### src/rtl/nvme_pkg.sv
// Shared constants and state encoding for the NVMe/DDR write-path drain logic.
package nvme_pkg;

  localparam int unsigned MAX_BEATS    = 256;
  localparam int unsigned FIFO_COUNT_W = 14;
  localparam int unsigned LEN_W        = 9;

  typedef enum logic [3:0] {
    S_IDLE      = 4'b0001,
    S_WAIT      = 4'b0010,
    S_READ_DATA = 4'b0100,
    S_READ_DONE = 4'b1000
  } rd_state_e;

endpackage

### src/rtl/data_fifo_burst_reader.sv
// Drains a full burst from an FWFT data FIFO into a registered AXI-Stream
// write-data master once the FIFO holds every beat of the burst.
module data_fifo_burst_reader
  import nvme_pkg::*;
#(
  parameter int unsigned DATA_WIDTH = 128,
  parameter int unsigned MAX_BEATS  = nvme_pkg::MAX_BEATS
) (
  input  logic                    aclk,
  input  logic                    aresetn,
  input  logic                    read_req,
  input  logic [LEN_W-1:0]        length,
  output logic                    req_ready,
  output logic                    len_err,
  output logic                    transfer_done,
  output logic                    busy,
  output logic                    fifo_pop,
  input  logic [DATA_WIDTH-1:0]   data_from_fifo,
  input  logic                    fifo_empty,
  input  logic [FIFO_COUNT_W-1:0] data_count,
  output logic [DATA_WIDTH-1:0]   m_axis_tdata,
  output logic                    m_axis_tvalid,
  output logic                    m_axis_tlast,
  input  logic                    m_axis_tready
);

  localparam logic [LEN_W-1:0] MAX_LEN = LEN_W'(MAX_BEATS);

  rd_state_e        state;
  logic [LEN_W-1:0] len_q;
  logic [LEN_W-1:0] pop_cnt;
  logic [LEN_W-1:0] beat_cnt;
  logic             handshake;
  logic             len_ok;
  logic             burst_avail;

  assign handshake   = m_axis_tvalid & m_axis_tready;
  assign len_ok      = (length != '0) && (length <= MAX_LEN);
  assign burst_avail = data_count >= {{(FIFO_COUNT_W-LEN_W){1'b0}}, len_q};

  // A pop may only land in the output register when it is empty or draining.
  assign fifo_pop = (state == S_READ_DATA) && (!m_axis_tvalid || m_axis_tready) &&
                    !fifo_empty && (pop_cnt < len_q);

  always_ff @(posedge aclk or negedge aresetn) begin
    if (!aresetn) begin
      state         <= S_IDLE;
      len_q         <= '0;
      pop_cnt       <= '0;
      beat_cnt      <= '0;
      req_ready     <= 1'b1;
      busy          <= 1'b0;
      len_err       <= 1'b0;
      transfer_done <= 1'b0;
    end else begin
      len_err       <= 1'b0;
      transfer_done <= 1'b0;
      case (state)
        S_IDLE: begin
          if (read_req) begin
            if (len_ok) begin
              len_q     <= length;
              pop_cnt   <= '0;
              beat_cnt  <= '0;
              state     <= S_WAIT;
              req_ready <= 1'b0;
              busy      <= 1'b1;
            end else begin
              len_err <= 1'b1;
            end
          end
        end
        S_WAIT: begin
          if (burst_avail) state <= S_READ_DATA;
        end
        S_READ_DATA: begin
          if (fifo_pop) pop_cnt <= pop_cnt + 1'b1;
          if (handshake) begin
            beat_cnt <= beat_cnt + 1'b1;
            if (beat_cnt + 1'b1 == len_q) begin
              state         <= S_READ_DONE;
              transfer_done <= 1'b1;
            end
          end
        end
        S_READ_DONE: begin
          state     <= S_IDLE;
          req_ready <= 1'b1;
          busy      <= 1'b0;
        end
        default: begin
          state     <= S_IDLE;
          req_ready <= 1'b1;
          busy      <= 1'b0;
        end
      endcase
    end
  end

  // Output register holds steady while stalled, since fifo_pop is blocked then.
  always_ff @(posedge aclk or negedge aresetn) begin
    if (!aresetn) begin
      m_axis_tdata  <= '0;
      m_axis_tvalid <= 1'b0;
      m_axis_tlast  <= 1'b0;
    end else if (fifo_pop) begin
      m_axis_tdata  <= data_from_fifo;
      m_axis_tvalid <= 1'b1;
      m_axis_tlast  <= (pop_cnt == len_q - 1'b1);
    end else if (m_axis_tready) begin
      m_axis_tvalid <= 1'b0;
      m_axis_tlast  <= 1'b0;
    end
  end

endmodule

### config.mk
export PLATFORM = sky130hd
export DESIGN_NAME = data_fifo_burst_reader
export DESIGN_NICKNAME = d
export VERILOG_FILES = /design/src/rtl/nvme_pkg.sv /design/src/rtl/data_fifo_burst_reader.sv
export SDC_FILE = /design/constraint.sdc
export NUM_CORES = 1
export LEC_CHECK = 0
export CORE_MARGIN = 2
export CORE_UTILIZATION = 35
export CTS_CLUSTER_DIAMETER = 120
export CTS_CLUSTER_SIZE = 8
export DETAILED_ROUTE_END_ITERATION = 10
export PLACE_DENSITY_LB_ADDON = 0.2
export SLEW_MARGIN = 20
export SYNTH_ARGS = -nofsm -noshare
export SYNTH_HDL_FRONTEND = slang
export SYNTH_SLANG_ARGS = --single-unit
### constraint.sdc
create_clock -name aclk -period 3.1 [get_ports aclk]
set_clock_uncertainty 0.2 [all_clocks]
set_input_delay 0.93 -clock aclk [delete_from_list [all_inputs] [get_ports aclk]]
set_output_delay 0.93 -clock aclk [all_outputs]
set_load 0.03 [all_outputs]
== Yosys cells after proc, flatten, opt, wreduce, memory -nomap -nowiden ==
Cells that the tools add are included.

* Register bits after elaboration: 165
* Input bits: 156
* Output and inout bits: 135
* Logic and storage cells: 73

* Add/sub/neg operators: 3
* Order comparisons: 3
* Eq/ne operators: 11
* Muxes and demuxes: 27
* Bitwise operators: 2
* Reductions and logical operators: 16

{| class="wikitable"
|+ Operator list
! operator !! count
|-
| two-way mux 9 bit || 4
|-
| one-hot mux 9 bit (2 select lines) || 2
|-
| two-way mux 4 bit || 5
|-
| adder 9 x 1 -> 9 bit, second input constant || 2
|-
| equality test 9 bit || 2
|-
| >= comparator 14 x 9 -> 1 bit || 1
|-
| two-way mux 1 bit || 13
|-
| one-hot mux 4 bit (3 select lines) || 1
|-
| != test 2 bit, second input constant || 5
|-
| <= comparator 9 bit, second input constant || 1
|-
| less-than comparator 9 bit || 1
|-
| nonzero test 9 bit || 1
|-
| subtractor 9 x 1 -> 9 bit, second input constant || 1
|-
| AND reduction 4 bit || 2
|-
| AND reduction 3 bit || 2
|-
| AND reduction 5 bit || 1
|-
| equality test 4 x 1 -> 1 bit, second input constant || 1
|-
| equality test 4 x 2 -> 1 bit, second input constant || 1
|-
| equality test 4 x 3 -> 1 bit, second input constant || 1
|-
| logical AND 1 bit || 4
|-
| one-hot mux 1 bit (2 select lines) || 2
|-
| nonzero test 2 bit || 2
|-
| logical NOT 1 bit || 2
|-
| != test 2 x 1 -> 1 bit, second input constant || 1
|-
| other kinds (4) || 4
|}

== Longest topological paths before layout ==
Gate-level depths: netlist (run 1).

* Word-level depth: 7
* Mapped depth: 11
* Gate-level depth less buffers: 8

== Worst setup path before layout (run 1) ==
Ideal clock, no wire load.

* Kind: flip-flop to output port
* Start point: reg len_q[6]
* End point: out fifo_pop
* Arrival time: 2.286 ns
* Required time: 1.970 ns
* Setup slack: -0.316 ns
* Cell stages (with the launch flop): 11
* Buffers on the path: 3
* Cells stage by stage: dfrtp_1 > clkbuf_1 > inv_1 > ha_1 > a211oi_1 > nand2_1 > o2111ai_1 > nand2_1 > clkbuf_1 > clkbuf_1 > inv_1

* Longest elaborated chain between the ends: 2

{| class="wikitable"
|+ RTL lines
! element !! RTL line !! RTL
|-
| start: declaration || data_fifo_burst_reader.sv:30 || <nowiki>logic [LEN_W-1:0] len_q;</nowiki>
|-
| start signal: assignment || data_fifo_burst_reader.sv:62 || <nowiki>len_q <= length;</nowiki>
|-
| less-than comparator 9 bit || data_fifo_burst_reader.sv:43 || <nowiki>!fifo_empty && (pop_cnt < len_q);</nowiki>
|-
| logical AND 1 bit || data_fifo_burst_reader.sv:43 ||
|-
| end: declaration || data_fifo_burst_reader.sv:17 || <nowiki>output logic fifo_pop,</nowiki>
|}

No other way between the ends.

== Worst setup path after layout (run 1) ==
* Start point: in fifo_empty
* End point: out fifo_pop

* Longest elaborated chain between the ends: 3

{| class="wikitable"
|+ RTL lines
! element !! RTL line !! RTL
|-
| start: declaration || data_fifo_burst_reader.sv:19 || <nowiki>input logic fifo_empty,</nowiki>
|-
| logical NOT 1 bit || data_fifo_burst_reader.sv:43 ||
|-
| logical AND 1 bit || data_fifo_burst_reader.sv:42 || <nowiki>assign fifo_pop = (state == S_READ_DATA) && (!m_axis_tvalid || m_axis_tready) &&</nowiki>
|-
| logical AND 1 bit || data_fifo_burst_reader.sv:43 ||
|}

No other way between the ends.

==> results of run 1 <==
[layout by cell type (no fill, tap or decap), types with 11 or more instances in the layout]
cell | synthesis | layout
clkdlybuf4s50_1 | 0 | 288
dfrtp_1 | 163 | 156
mux2_2 | 128 | 128
buf_4 | 0 | 41
nand2_1 | 26 | 25
o21ai_0 | 22 | 22
ha_1 | 21 | 19
clkbuf_16 | 0 | 17
xnor2_1 | 16 | 16
nor2_1 | 13 | 13
nand3_1 | 13 | 13
a21oi_1 | 14 | 13
inv_1 | 17 | 12
nand4_1 | 11 | 11
[metal layers]
metal  routed length [um]  part of all wire  GRT usage  up-vias
met2                10800              0.52      0.320      232
met4                  430             0.021     0.0552        0
li1                     -                 -          -     2712
met5                    0                 0          0        -
met1                 7860              0.38      0.216     2906
met3                 1830             0.088     0.0790       32
[power breakdown]
group,total [mW],internal [mW],switching [mW]
Sequential,2.89,2.61,0.282
Combinational,3.03,1.45,1.58
Clock,2.24,1.25,0.985
Total,8.16,5.31,2.85
[layout make-up]
class,count,area share
Tap cell,275,0.0295
Timing Repair Buffer,337,0.286
Multi-Input combinational cell,365,0.270
Clock buffer,18,0.0377
Clock inverter,14,0.0158
Inverter,17,0.00590
Sequential cell,165,0.355
[sequential cells by signal, summed over array words and instances (netlist names)]
name / cells
m_axis_tdata: 128
len_q: 9
busy: 1
pop_cnt: 9
m_axis_tlast: 1
len_err: 1
transfer_done: 1
beat_cnt: 9
state: 4
m_axis_tvalid: 1
req_ready: 1
[path summary, 6_finish.rpt]
check,startpoint,to,cells after the start
max in group asynchronous,aresetn,m_axis_tdata[69],2
hold reg to reg,m_axis_tdata[1],m_axis_tdata[1],1
setup reg to reg,len_q[2],pop_cnt[6],12
setup / recovery,fifo_empty,fifo_pop,6
min in group aclk,m_axis_tdata[1],m_axis_tdata[1],1
hold / removal,aresetn,transfer_done,1
[kinds of logic after synthesis]
kind of cell | Yosys count
multiplexers | 129
flip-flops | 165
AND/OR/NAND/NOR | 115
buffers and inverters | 45
AO/OA/AOI/OAI | 75
XOR/XNOR | 25
adder cells (fa/ha/maj) | 21
[Yosys cell counts (all sizes together) (6+ instances only)]
| cell type | number | area (um^2) |
|---|---|---|
| dfrtp | 163 | 4080 |
| mux2 | 128 | 1440 |
| o21ai | 32 | 194 |
| nand2 | 27 | 104 |
| ha | 21 | 263 |
| inv | 17 | 63.8 |
| clkbuf | 16 | 61.3 |
| xnor2 | 16 | 140 |
| a21oi | 14 | 70.1 |
| nand3 | 13 | 65.1 |
| nor2 | 13 | 48.8 |
| buf | 12 | 78.8 |
| nand4 | 11 | 68.8 |
| o31ai | 9 | 67.6 |
| xor2 | 9 | 78.8 |
| nor2b | 7 | 43.8 |
| nor3 | 7 | 35.0 |
| nand2b | 6 | 37.5 |
[timing repair]
item / in CTS / in global routing
setup buffers: 5 / 6
endpoints found under the hold margin: 0 / 0
pin swaps: 7 / 6
setup endpoints to repair: 1 / 1
gates resized for setup: 15 / 6
[critical path, cell delays in order]
cell and delay, ns:
clkdlybuf4s50_1 0.44, a211oi_2 0.16, and3_4 0.25, nand2_8 0.05, clkinv_4 0.05, buf_6 0.11
==> out/results.ini, run 1 <==
[status]
status = complete, but fails checks
violations = negative setup slack

[clocking]
clkTransAtPathRegs_ns = 0.07
worst_skew_pair.late_latency_ns = 0.43
clock_path_buffers = 2
cts_hold_buf = 0
numCtsBuffers = 17
htreeDepth = 4
cts_tree = yes
root_buffer = clkbuf_16
clock-sinks = 165

[flow_run]
maxCapViolCount = 0

[finish]
regArea_mm2 = 0.00414
num-fill-cells = 1749
final_util = 0.558
drive_above_1_share = 0.269
fin_nets = 1080
multi_input_area_mm2 = 0.00315
stdcell_area_mm2 = 0.0117
diodes = 0
area_growth_pct = 57.4
layoutNonFillerInstCount = 1191

[place]
placed_area_mm2 = 0.0109
hpwlAfterDp_um = 15500
dp_cells = 1148
routabilityCongestion = 0.823
pre_cts_slack_ns = -0.213
port_buffers = 290

[setup_path]
required_ns = 1.97
cp.arrival_ns = 2.00
crit_fanout = 2
rrSetupSlack_ns = 0.27
critPathCaptureType = output pin
startpoint_type = primary input
critical_path_class = in2out

[synthesis]
syn_avg_cell_area_um2 = 12.9
syn_nets = 752
ys_warn_count = 0
synthFlopType = dfrtp_1
synthCells = 575
synth-xor-area-share = 0.0296
synth_edf_count = 0
ys_async_sr_fraction = 1.00
ys_types = 57
synth.cell_area_mm2 = 0.00741
synth_top_family_by_area = multiplexers
synth_compound_area_frac = 0.0664
ys_ff_latch = 165
muxShareOfSynthArea = 0.196
synthSimpleGateAreaFrac = 0.0875
yosysSeqAreaShare = 0.558
synth_fa_ha_area_frac = 0.0355

[sta]
timing.fmax_ghz = 0.320
min_period_ns = 3.13
fin_crit_sh = 1.01
fin_tns_setup_ns = -0.0285
setup_slack_ns = -0.0285
hold_ws_ns = 0.204
tightest_slew_ns = 0.538
rsz0062_at_grt = true
setup_viol = 1
slew_headroom = 0.638
hold_viol = 0
final-max-slew-violation-count = 0

[worst_hold_path]
hp-class = in2async

[die]
die_area_mm2 = 0.0223
core_area_mm2 = 0.0209
io_pins = 291
die_w_um = 149
die_h_um = 149
row_count = 53
start_util = 0.355

[power_and_ir_drop]
leakagePower_nw = 5.26
power.total_mw = 8.16
power_density_mw_per_mm2 = 700
ir_drop_mv = 0.367

[global_routing]
grt_pass1_wl_um = 32900
grt-ovfl-total = 0
grt_usage = 0.188
first_global_vias = 6364
antenna_found_initial = 0
grt_max_degree = 67

[route]
vias = 5882
drtIter0Drc = 181
wirelength_um = 20900
routed_via_density = 4.94
drtAntennaViolNets = 0
drcViolationCount = 0
firstDrtPassIters = 5
wire_per_inst_um = 17.5

No activity file was read; power rests on OpenSTA's default activity.
==> run 2: changes to the inputs <==
CAP_MARGIN = 40   (was not set)
CORE_UTILIZATION = 40   (was 35)
==> out/results.ini, run 2 (synthesized netlist as in run 1, its figures left out) <==
[status]
status = complete, but fails checks
violations = design-rule violations

[route]
routed_via_density = 5.11  ; +3.4%
wirelength_um = 21100  ; +1.2%
vias = 5856  ; -0.44%
met3_wirelength_um = 1580  ; -14%
drtAntennaViolNets = 0  ; unchanged
drcViolationCount = 7  ; +7
wl_met1_um = 8100  ; +3.0%
routed-wl-met2_um = 11000  ; +1.8%
top_layer = met4
wire_per_inst_um = 18.4  ; +5.1%
drtIter0Drc = 243  ; +34%
firstDrtPassIters = 8  ; +3

[power_and_ir_drop]
ir_drop_mv = 0.546  ; +49%
seqPwrFrac = 0.357  ; +0.003
p_int_mw = 5.23  ; -1.5%
power_density_mw_per_mm2 = 695  ; -0.62%
netSwitchingFraction = 0.350  ; +0.000778
clkPwrFrac = 0.260  ; -0.014
p_comb_frac = 0.383  ; +0.011
leakagePower_nw = 5.25  ; -0.26%
p_sw_mw = 2.81  ; -1.2%

[finish]
num-fill-cells = 1363  ; -22%
diodes = 0  ; unchanged
final_common_cell = clkdlybuf4s50_1
drive_above_1_share = 0.272  ; +0.00377
largest_reg_flops = 128  ; unchanged
layout_common_cells = clkdlybuf4s50_1 (286), dfrtp_1 (156), mux2_2 (128)
area_growth_pct = 56.1
top_register = m_axis_tdata
fin_nets = 1082  ; +0.19%
final_util = 0.640  ; +0.0813
layoutNonFillerInstCount = 1147  ; -3.7%

[flow_run]
maxCapViolCount = 0  ; unchanged

[sta]
fin_crit_sh = 0.999  ; -0.0103
final-max-slew-violation-count = 0  ; unchanged
rsz0062_at_grt = true
setup_viol = 0  ; -1
min_period_ns = 3.10  ; -0.0320 ns
hold_ws_ns = 0.225  ; +0.0207 ns
timing.fmax_ghz = 0.323  ; +1.0%
tightest_slew_ns = 0.575  ; +0.0373 ns
fin_tns_setup_ns = 0  ; +0.0285 ns
slew_headroom = 0.613  ; -0.0251
hold_viol = 0  ; unchanged

[clocking]
clkTransAtPathRegs_ns = 0.07  ; about the same
worst_skew_pair.late_latency_ns = 0.42  ; about the same
cts_hold_buf = 0  ; unchanged
clock_path_buffers = 2  ; unchanged
clock-sinks = 165  ; unchanged
root_buffer = clkbuf_16
numCtsBuffers = 17  ; unchanged
htreeDepth = 4  ; unchanged
cts_tree = yes

[setup_path]
rrSetupSlack_ns = 0.41  ; +0.14 ns
critical_path_class = reg2out
cp.arrival_ns = 1.97  ; -0.03 ns
startpoint_type = flip-flop
crit_fanout = 2  ; unchanged
r2r-end = m_axis_tdata[74]
critPathCaptureType = output pin
required_ns = 1.97  ; about the same
r2r-start = pop_cnt[3]
rr_worst_depth = 9  ; -3
startpoint = len_q[2]

[worst_hold_path]
hp-class = in2async

[die]
die_w_um = 140  ; -6.3%
io_pins = 291  ; unchanged
die_area_mm2 = 0.0196  ; -12%
row_count = 49  ; -7.5%
die_h_um = 140  ; -6.3%
start_util = 0.410  ; +0.0550
core_area_mm2 = 0.0181  ; -13%

[global_routing]
grt-ovfl-total = 0  ; unchanged
antenna_found_initial = 0  ; unchanged
first_global_vias = 6315  ; -0.77%
grt_max_degree = 76  ; +13%
grt_pass1_wl_um = 33700  ; +2.5%
grt_usage = 0.219  ; +0.0309

[place]
port_buffers = 290  ; unchanged
routabilityCongestion = 0.851  ; +3.4%
hpwlAfterDp_um = 15800  ; +1.9%
dp_cells = 1101  ; -4.1%

## run 2: worst max-delay path: stages (launching register included)
cell and delay (ns):
dfrtp_2 0.41, inv_2 0.07, ha_4 0.19, o211ai_1 0.20
a21oi_1 0.08, o2111ai_2 0.23, buf_6 0.15, nand2_8 0.05
inv_4 0.04, buf_6 0.11
## run 2: layer usage
metal,vias up,GRT usage
met5,-,0
met1,2873,0.250
met3,34,0.0834
met2,232,0.384
met4,0,0.0643
li1,2717,-
## run 2: through the flow
step | cell area (um^2) | setup slack, ns | power (mW)
floorplan | 7420 | 0.00659 | 4.47
global placement | 10800 | -0.161 | 5.82
detailed placement | 10800 | -0.275 | 5.91
CTS | 11500 | 0.00447 | 8.10
global route | 11600 | -0.0793 | 8.43
finish | 11600 | 0.00349 | 8.04
## run 2: worst max-delay path by stage
stage,end,cells past startpoint
finish,fifo_pop,9
global route,fifo_pop,9
detailed placement,beat_cnt[2],7
CTS,fifo_pop,8
global placement,state[1],6
floorplan,fifo_pop,10
## run 2: power groups by stage
stage	sequential, mW	clock [mW]	combinational (mW)
2_1_floorplan	3.69	0	0.787
3_3_place_gp	2.89	0	2.94
3_5_place_dp	2.92	0	2.99
4_1_cts	2.87	2.15	3.08
5_1_grt	2.93	2.25	3.26
6_report	2.87	2.10	3.08
## run 2: what timing repair did
item | 4_1_cts | 5_1_grt
setup buffers | 9 | 5
gates cloned | 0 | 0
gates resized for setup | 24 | 3
pin swaps | 8 | 3
endpoints found under the setup margin | 1 | 2
## run 2: area by class of cell
type / count / area, um^2 / area share
clock inverter: 13 / 141 / 0.0122
multi-input combinational: 365 / 3150 / 0.272
inverter: 17 / 72.6 / 0.00627
tap: 229 / 287 / 0.0248
sequential: 165 / 4140 / 0.358
timing repair buffer: 339 / 3340 / 0.289
clock buffer: 19 / 443 / 0.0383
